==> config.mk <==
export PLATFORM = sky130hd
export DESIGN_NAME = si_wb_stats_poller_flat
export DESIGN_NICKNAME = d
export VERILOG_FILES = /design/src/rtl/si_wb_stats_poller_pkg.sv /design/src/rtl/si_wb_stats_poller_if.sv /design/src/rtl/si_wb_stats_poller_timer.sv /design/src/rtl/si_wb_stats_poller.sv /design/src/flat_wrapper.sv
export SDC_FILE = /design/constraint.sdc
export NUM_CORES = 1
export LEC_CHECK = 0
export BUFFER_PORTS_ARGS = -buffer_cell sky130_fd_sc_hd__buf_4
export CORE_AREA = 4 4 125 97
export CTS_CLUSTER_DIAMETER = 30
export DETAILED_ROUTE_END_ITERATION = 16
export DIE_AREA = 0 0 129 101
export PLACE_DENSITY = 0.74
export SLEW_MARGIN = 40
export SYNTH_ARGS = -nofsm -noshare
export SYNTH_HDL_FRONTEND = slang
export SYNTH_SLANG_ARGS = --single-unit
==> constraint.sdc <==
create_clock -name wb_clk -period 5.8 [get_ports wb_clk]
set_input_delay 0.58 -clock wb_clk [delete_from_list [all_inputs] [get_ports wb_clk]]
set_output_delay 0.58 -clock wb_clk [all_outputs]
set_load 0.005 [all_outputs]
==> src/rtl/si_wb_stats_poller_pkg.sv <==
// Shared types and constants for the Wishbone statistics poller.
// Holds the sweep FSM state encoding and the timed-out word value.
package si_wb_poller_pkg;

    typedef enum logic [1:0] {
        IDLE,
        REQ,
        WAIT,
        OUT
    } state_t;

    localparam logic [31:0] TIMEOUT_WORD  = 32'hFFFF_FFFF;
    localparam int          WB_WORD_BYTES = 4;

endpackage

==> src/rtl/si_wb_stats_poller_if.sv <==
// Bus bundle of the poller: Wishbone initiator side plus AXI-Stream output.
// master = poller, slave = Wishbone target together with the stream consumer.
interface si_wb_stats_poller_if;

    logic [7:0]  wb_adr_o;
    logic [31:0] wb_dat_o;
    logic        wb_we_o;
    logic        wb_stb_o;
    logic        wb_cyc_o;
    logic [31:0] wb_dat_i;
    logic        wb_ack_i;

    logic [31:0] m_axis_tdata;
    logic        m_axis_tvalid;
    logic        m_axis_tready;
    logic        m_axis_tlast;

    modport master (
        output wb_adr_o, wb_dat_o, wb_we_o, wb_stb_o, wb_cyc_o,
        input  wb_dat_i, wb_ack_i,
        output m_axis_tdata, m_axis_tvalid, m_axis_tlast,
        input  m_axis_tready
    );

    modport slave (
        input  wb_adr_o, wb_dat_o, wb_we_o, wb_stb_o, wb_cyc_o,
        output wb_dat_i, wb_ack_i,
        input  m_axis_tdata, m_axis_tvalid, m_axis_tlast,
        output m_axis_tready
    );

endinterface

==> src/rtl/si_wb_stats_poller_timer.sv <==
// Auto-trigger down-counter: pulses fire once every POLL_PERIOD cycles.
// Ports: wb_clk, wb_rst (sync, active-high), fire (1-cycle pulse); POLL_PERIOD=0 never fires.
module si_wb_poll_timer #(
    parameter int unsigned POLL_PERIOD = 0
) (
    input  logic wb_clk,
    input  logic wb_rst,
    output logic fire
);

    localparam bit          ENABLE = (POLL_PERIOD != 0);
    localparam logic [31:0] RELOAD = ENABLE ? 32'(POLL_PERIOD - 1) : 32'd0;

    logic [31:0] cnt;

    always_ff @(posedge wb_clk) begin
        if (wb_rst) begin
            cnt <= RELOAD;
        end else if (ENABLE) begin
            if (cnt == 32'd0) begin
                cnt <= RELOAD;
            end else begin
                cnt <= cnt - 32'd1;
            end
        end
    end

    assign fire = ENABLE && (cnt == 32'd0);

endmodule

==> src/rtl/si_wb_stats_poller.sv <==
// Wishbone initiator sweeping NUM_REGS words from FIRST_ADDR into a framed AXI-Stream snapshot.
// Ports: wb_clk, wb_rst (sync high), start, busy, bus (Wishbone + stream), timeout_err, sweep_count.
module si_wb_stats_poller
    import si_wb_poller_pkg::*;
#(
    parameter int unsigned FIRST_ADDR     = 12,
    parameter int unsigned NUM_REGS       = 8,
    parameter int unsigned TIMEOUT_CYCLES = 255,
    parameter int unsigned POLL_PERIOD    = 0
) (
    input  logic                  wb_clk,
    input  logic                  wb_rst,
    input  logic                  start,
    output logic                  busy,
    si_wb_stats_poller_if.master  bus,
    output logic                  timeout_err,
    output logic [31:0]           sweep_count
);

    localparam logic [5:0]  LAST_IDX = 6'(NUM_REGS - 1);
    localparam logic [15:0] TMO_LAST = 16'(TIMEOUT_CYCLES - 1);

    state_t      state;
    state_t      state_nxt;
    logic [5:0]  idx;
    logic [15:0] tmo_cnt;
    logic [31:0] data_q;
    logic [7:0]  adr_q;
    logic        pending;
    logic        poll_fire;
    logic        request;
    logic        go;
    logic        tmo_hit;
    logic        last;
    logic        hs;

    si_wb_poll_timer #(
        .POLL_PERIOD (POLL_PERIOD)
    ) u_timer (
        .wb_clk (wb_clk),
        .wb_rst (wb_rst),
        .fire   (poll_fire)
    );

    // start and a poll expiry in the same cycle are one request
    assign request = start | poll_fire;
    assign go      = (state == IDLE) && (request || pending);
    assign last    = (idx == LAST_IDX);
    assign hs      = (state == OUT) && bus.m_axis_tready;
    // ack wins over a timeout landing in the same cycle
    assign tmo_hit = (state == WAIT) && !bus.wb_ack_i && (tmo_cnt == TMO_LAST);

    always_comb begin
        state_nxt = state;
        unique case (state)
            IDLE: if (request || pending) state_nxt = REQ;
            REQ:  state_nxt = WAIT;
            WAIT: if (bus.wb_ack_i || tmo_hit) state_nxt = OUT;
            OUT:  if (bus.m_axis_tready) state_nxt = last ? IDLE : REQ;
            default: state_nxt = IDLE;
        endcase
    end

    always_ff @(posedge wb_clk) begin
        if (wb_rst) begin
            state       <= IDLE;
            idx         <= '0;
            tmo_cnt     <= '0;
            data_q      <= '0;
            adr_q       <= '0;
            pending     <= 1'b0;
            timeout_err <= 1'b0;
            sweep_count <= '0;
        end else begin
            state <= state_nxt;
            if (go) begin
                idx <= '0;
            end
            if (state == REQ) begin
                adr_q   <= 8'(FIRST_ADDR + WB_WORD_BYTES * 32'(idx));
                tmo_cnt <= '0;
            end
            if (state == WAIT) begin
                tmo_cnt <= tmo_cnt + 16'd1;
            end
            // ack only counts in WAIT, so a trailing duplicate ack is ignored
            if ((state == WAIT) && bus.wb_ack_i) begin
                data_q <= bus.wb_dat_i;
            end else if (tmo_hit) begin
                data_q      <= TIMEOUT_WORD;
                timeout_err <= 1'b1;
            end
            if (hs && !last) begin
                idx <= idx + 6'd1;
            end
            if (hs && last) begin
                sweep_count <= sweep_count + 32'd1;
            end
            // one level of queued request; IDLE consumes it
            if (state == IDLE) begin
                pending <= 1'b0;
            end else if (request) begin
                pending <= 1'b1;
            end
        end
    end

    assign busy              = (state != IDLE);
    assign bus.wb_adr_o      = adr_q;
    assign bus.wb_dat_o      = '0;
    assign bus.wb_we_o       = 1'b0;
    assign bus.wb_stb_o      = (state == WAIT);
    assign bus.wb_cyc_o      = (state == WAIT);
    assign bus.m_axis_tdata  = data_q;
    assign bus.m_axis_tvalid = (state == OUT);
    assign bus.m_axis_tlast  = (state == OUT) && last;

endmodule

==> src/flat_wrapper.sv <==
// flat-port wrapper written by rule: the top's interface ports become plain ports
module si_wb_stats_poller_flat import si_wb_poller_pkg::*;
#(
    parameter int unsigned FIRST_ADDR     = 12,
    parameter int unsigned NUM_REGS       = 8,
    parameter int unsigned TIMEOUT_CYCLES = 255,
    parameter int unsigned POLL_PERIOD    = 0
)
  (wb_clk, wb_rst, start, busy, timeout_err, sweep_count, bus_wb_adr_o, bus_wb_dat_o, bus_wb_we_o, bus_wb_stb_o, bus_wb_cyc_o, bus_wb_dat_i, bus_wb_ack_i, bus_m_axis_tdata, bus_m_axis_tvalid, bus_m_axis_tlast, bus_m_axis_tready);
  si_wb_stats_poller_if bus_i ();
  input  logic wb_clk;
  input  logic wb_rst;
  input  logic start;
  output logic busy;
  output logic timeout_err;
  output logic [31:0] sweep_count;
  output wire logic [$bits(bus_i.wb_adr_o)-1:0] bus_wb_adr_o;
  output wire logic [$bits(bus_i.wb_dat_o)-1:0] bus_wb_dat_o;
  output wire logic [$bits(bus_i.wb_we_o)-1:0] bus_wb_we_o;
  output wire logic [$bits(bus_i.wb_stb_o)-1:0] bus_wb_stb_o;
  output wire logic [$bits(bus_i.wb_cyc_o)-1:0] bus_wb_cyc_o;
  input wire logic [$bits(bus_i.wb_dat_i)-1:0] bus_wb_dat_i;
  input wire logic [$bits(bus_i.wb_ack_i)-1:0] bus_wb_ack_i;
  output wire logic [$bits(bus_i.m_axis_tdata)-1:0] bus_m_axis_tdata;
  output wire logic [$bits(bus_i.m_axis_tvalid)-1:0] bus_m_axis_tvalid;
  output wire logic [$bits(bus_i.m_axis_tlast)-1:0] bus_m_axis_tlast;
  input wire logic [$bits(bus_i.m_axis_tready)-1:0] bus_m_axis_tready;
  assign bus_wb_adr_o = bus_i.wb_adr_o;
  assign bus_wb_dat_o = bus_i.wb_dat_o;
  assign bus_wb_we_o = bus_i.wb_we_o;
  assign bus_wb_stb_o = bus_i.wb_stb_o;
  assign bus_wb_cyc_o = bus_i.wb_cyc_o;
  assign bus_i.wb_dat_i = bus_wb_dat_i;
  assign bus_i.wb_ack_i = bus_wb_ack_i;
  assign bus_m_axis_tdata = bus_i.m_axis_tdata;
  assign bus_m_axis_tvalid = bus_i.m_axis_tvalid;
  assign bus_m_axis_tlast = bus_i.m_axis_tlast;
  assign bus_i.m_axis_tready = bus_m_axis_tready;
  si_wb_stats_poller #(.FIRST_ADDR(FIRST_ADDR), .NUM_REGS(NUM_REGS), .TIMEOUT_CYCLES(TIMEOUT_CYCLES), .POLL_PERIOD(POLL_PERIOD)) u_core (.wb_clk(wb_clk), .wb_rst(wb_rst), .start(start), .busy(busy), .bus(bus_i), .timeout_err(timeout_err), .sweep_count(sweep_count));
endmodule
==> results_dict.tcl <==
set metrics [dict create \
    synthSimpleGateAreaFrac_pct 26.3 \
    tritoncts "yes" \
    drive_above_1_share_pct 25.2 \
    insertion_delay_ns 0.34 \
    relSlewSlack_pct 47.2 \
    vdd_drop_max_uv 224 \
    async_reset_ff_share_pct 0 \
    vias_per_cell 5.12 \
    drt-total-wl_um 11300 \
    rsz0062_at_grt "no" \
    wire_per_inst_um 14.1 \
    path_cells "ha_1, and4bb_2, nand4_1, nor4_1, mux2_2" \
    criticalPathCategory "reg2reg" \
    grt_antenna_before_repair 0 \
    synthFlopType "dfxtp_1" \
    final_area_um2 5810 \
    synth-edff-count 0 \
    area_growth_pct 21.1 \
    grt_use_met3_pct 4.98 \
    min_path_type "reg2reg" \
    syn-cell-area_um2 4790 \
    totalPowerFinal_w 0.00167 \
    synthCells 569 \
    synthAdderAreaFrac_pct 2.35 \
    cts_setup_buffers 0 \
    cts.htree.levels 3 \
    required_ns 6.02 \
    ant_nets 0 \
    crit_path_end_kind "flop" \
    cp_max_fo 13 \
    finalWorstSetupSlack_ns 3.21 \
    post-route-drc-count 0 \
    initial_core_util_pct 44.3 \
    critical_path_depth 5 \
    synth.area.mux_share_pct 5.06 \
    finalSetupTns_ns 0 \
    fp.dieW_um 129 \
    synth_top_family_by_area "simple AND/OR/NAND/NOR gates" \
    power_frac_seq_pct 45.2 \
    synth.distinct_cells 48 \
    synth_area_leaders "dfxtp_1, nor2_1, buf_4" \
    holdPathStages 2 \
    drt-pass1-iter-count 4 \
    sw_frac_of_total_pct 27.2 \
    timing.critical_path.slowest_cell_delay_ns 0.47 \
    hold_buffers 0 \
    gr-usage-met1_pct 21.3 \
    top_usage_layer "met2" \
    dr.first_iter.drc_count 253 \
    ys_seq_area_share_pct 40.1 \
    cts.sinks 96 \
    core_area_um2 10800 \
    p_switching_w 0.000453 \
    layout_min_cycle_time_ns 2.59 \
    cts_root_buffer "clkbuf_16" \
    cts_resized 0 \
    synth_top_area_cell "dfxtp_1" \
    setup_viol 0 \
    gr-total-overflow 0 \
    fin_crit_sh_pct 44.7 \
    port_buffers 112 \
    p_int_w 0.00122 \
    grt_first_pass_wirelength_um 18100 \
    postPlaceCellArea_um2 5520 \
    tightest_slew_ns 0.791 \
    status "completed" \
    drv_cap 0 \
    cts_buffer_depth 2 \
    reg2reg_depth 5 \
    cp_num_buf_inv 0 \
    p_clk_share_pct 34.8 \
    place.gp.congestion 0.811 \
    synth_top_cell_area_share_pct 40.1 \
    finalHoldViolations 0 \
    hpwl_um 8190 \
    grt_pass1_vias 3866 \
    ys_warn_count 0 \
    track_usage_pct 17.0 \
    grt_max_degree 101 \
    antenna_cells 0 \
    p_leak_nw 2.30 \
    clock_skew_ns 0.00658 \
    cp_top_family "simple AND/OR/NAND/NOR gates" \
    gr-usage-met2_pct 28.5 \
    arrival_ns 2.81 \
    cts_buffers 9 \
    clkTransAtPathRegs_ns 0.07 \
    drv_slew 0 \
    io_pins 148 \
    synth-compound-area-share_pct 13.2 \
    std_cell_rows 33 \
    ys_seq_elements 96 \
    avgSynthCellArea_um2 8.43 \
    max_freq_ghz 0.386 \
    critical_path.slowest_cell "nor4_1" \
    finish.utilization_pct 53.7 \
    dp_slack_ns 3.24 \
    cp-start-kind "flop" \
    synth-xor-area-share_pct 2.74 \
    dieArea_um2 13000 \
    power_frac_comb_pct 20.0 \
    die_h_um 101 \
    route.vias.total 4093 \
    power_density_nw_per_um2 287 \
    nets 702 \
]
-- power groups by stage --
| stage | combinational (W) | clock (W) | sequential [W] |
|---|---|---|---|
| final | 0.000334 | 0.000581 | 0.000754 |
| after global routing | 0.000371 | 0.000616 | 0.000760 |
| after CTS | 0.000338 | 0.000594 | 0.000754 |
| after detailed placement | 0.000336 | 0 | 0.000768 |
| after global placement | 0.000328 | 0 | 0.000763 |
| after floorplan | 0.000214 | 0 | 0.000764 |
-- tightest hold or removal path: stages, from the launching register on --
cell	delay, ns
dfxtp_1	0.31
nand2_1	0.05
a31oi_1	0.07
-- synth_stat cells (4+ instances only) --
| master | instances |
|---|---|
| dfxtp_1 | 96 |
| nor2_1 | 75 |
| nand2_1 | 59 |
| buf_4 | 36 |
| a21oi_1 | 23 |
| clkbuf_1 | 20 |
| nand3_1 | 20 |
| a31oi_1 | 19 |
| mux2_2 | 18 |
| nor3_1 | 18 |
| inv_1 | 16 |
| nor2b_1 | 16 |
| o21ai_0 | 16 |
| or3_1 | 15 |
| a211oi_2 | 13 |
| nand4_1 | 11 |
| ha_1 | 9 |
| xor2_1 | 9 |
| a211oi_1 | 7 |
| or4_1 | 7 |
| and4_1 | 6 |
| buf_1 | 6 |
| xnor2_1 | 6 |
| buf_2 | 5 |
| o31ai_1 | 5 |
| mux2i_1 | 4 |
| nor4_1 | 4 |
-- layer usage --
metal / part of all wire (%) / wire (µm)
met3: 6.1 / 686
met5: 0 / 0
met4: 1.3 / 151
met1: 44 / 4980
met2: 48 / 5460
-- cells by family (layout without fill, tap and decap cells) --
group | Yosys count | count (layout)
multiplexers | 22 | 22
adder cells (fa/ha/maj) | 9 | 9
buffers and inverters | 86 | 143
flip-flops | 96 | 96
AO/OA/AOI/OAI | 91 | 91
XOR/XNOR | 15 | 15
AND/OR/NAND/NOR | 249 | 249
other | 1 | 35
-- stage by stage --
stage	hold slack (ns)	std cells
2_1_floorplan	0.454	603
3_3_place_gp	0.464	785
3_5_place_dp	0.464	785
4_1_cts	0.481	800
5_1_grt	0.498	800
6_report	0.478	800
-- final timing paths --
check                               from                           to  slack, ns
max                        u_core.idx[1]       u_core.sweep_count[31]       3.21
min          u_core.bus.m_axis_tdata[24]  u_core.bus.m_axis_tdata[24]       0.48
max reg2reg                u_core.idx[1]       u_core.sweep_count[31]       3.21
min reg2reg  u_core.bus.m_axis_tdata[24]  u_core.bus.m_axis_tdata[24]       0.48
-- flip-flops by register name (all words and copies together), names as in the netlist --
| register | cells |
|---|---|
| u_core.sweep_count | 32 |
| u_core.idx | 6 |
| u_core.bus.m_axis_tdata | 32 |
| u_core.timeout_err | 1 |
| u_core.tmo_cnt | 16 |
| u_core.state | 2 |
| u_core.bus.wb_adr_o | 6 |
| u_core.pending | 1 |
-- cells in the final DEF (no fill, tap or decap), types with 3 or more instances in the layout --
master / n
or4_1: 7
a31oi_1: 19
o21ai_0: 16
or3_1: 15
nor2_1: 75
nor2b_1: 16
a21oi_1: 23
xor2_1: 9
nand3_1: 20
nor4_1: 4
inv_1: 16
conb_1: 35
mux2_2: 18
nor3_1: 18
a211oi_1: 7
a211oi_2: 13
nand4_1: 11
and3_1: 3
xnor2_1: 6
dfxtp_1: 96
o31ai_1: 5
buf_4: 111
ha_1: 9
nand2_1: 58
and4_1: 6
clkinv_2: 3
mux2i_1: 4
clkbuf_16: 9
-- area by class of cell --
| type | instances | area (µm²) |
|---|---|---|
| repair buffers | 112 | 845 |
| clock inverters | 4 | 45.0 |
| flip-flops and latches | 96 | 1920 |
| fillers | 989 | 5010 |
| multi-input cells | 421 | 2520 |
| well taps | 140 | 175 |
| clock buffers | 11 | 243 |
| inverters | 16 | 60.1 |
(Power assumes the default switching activity.)
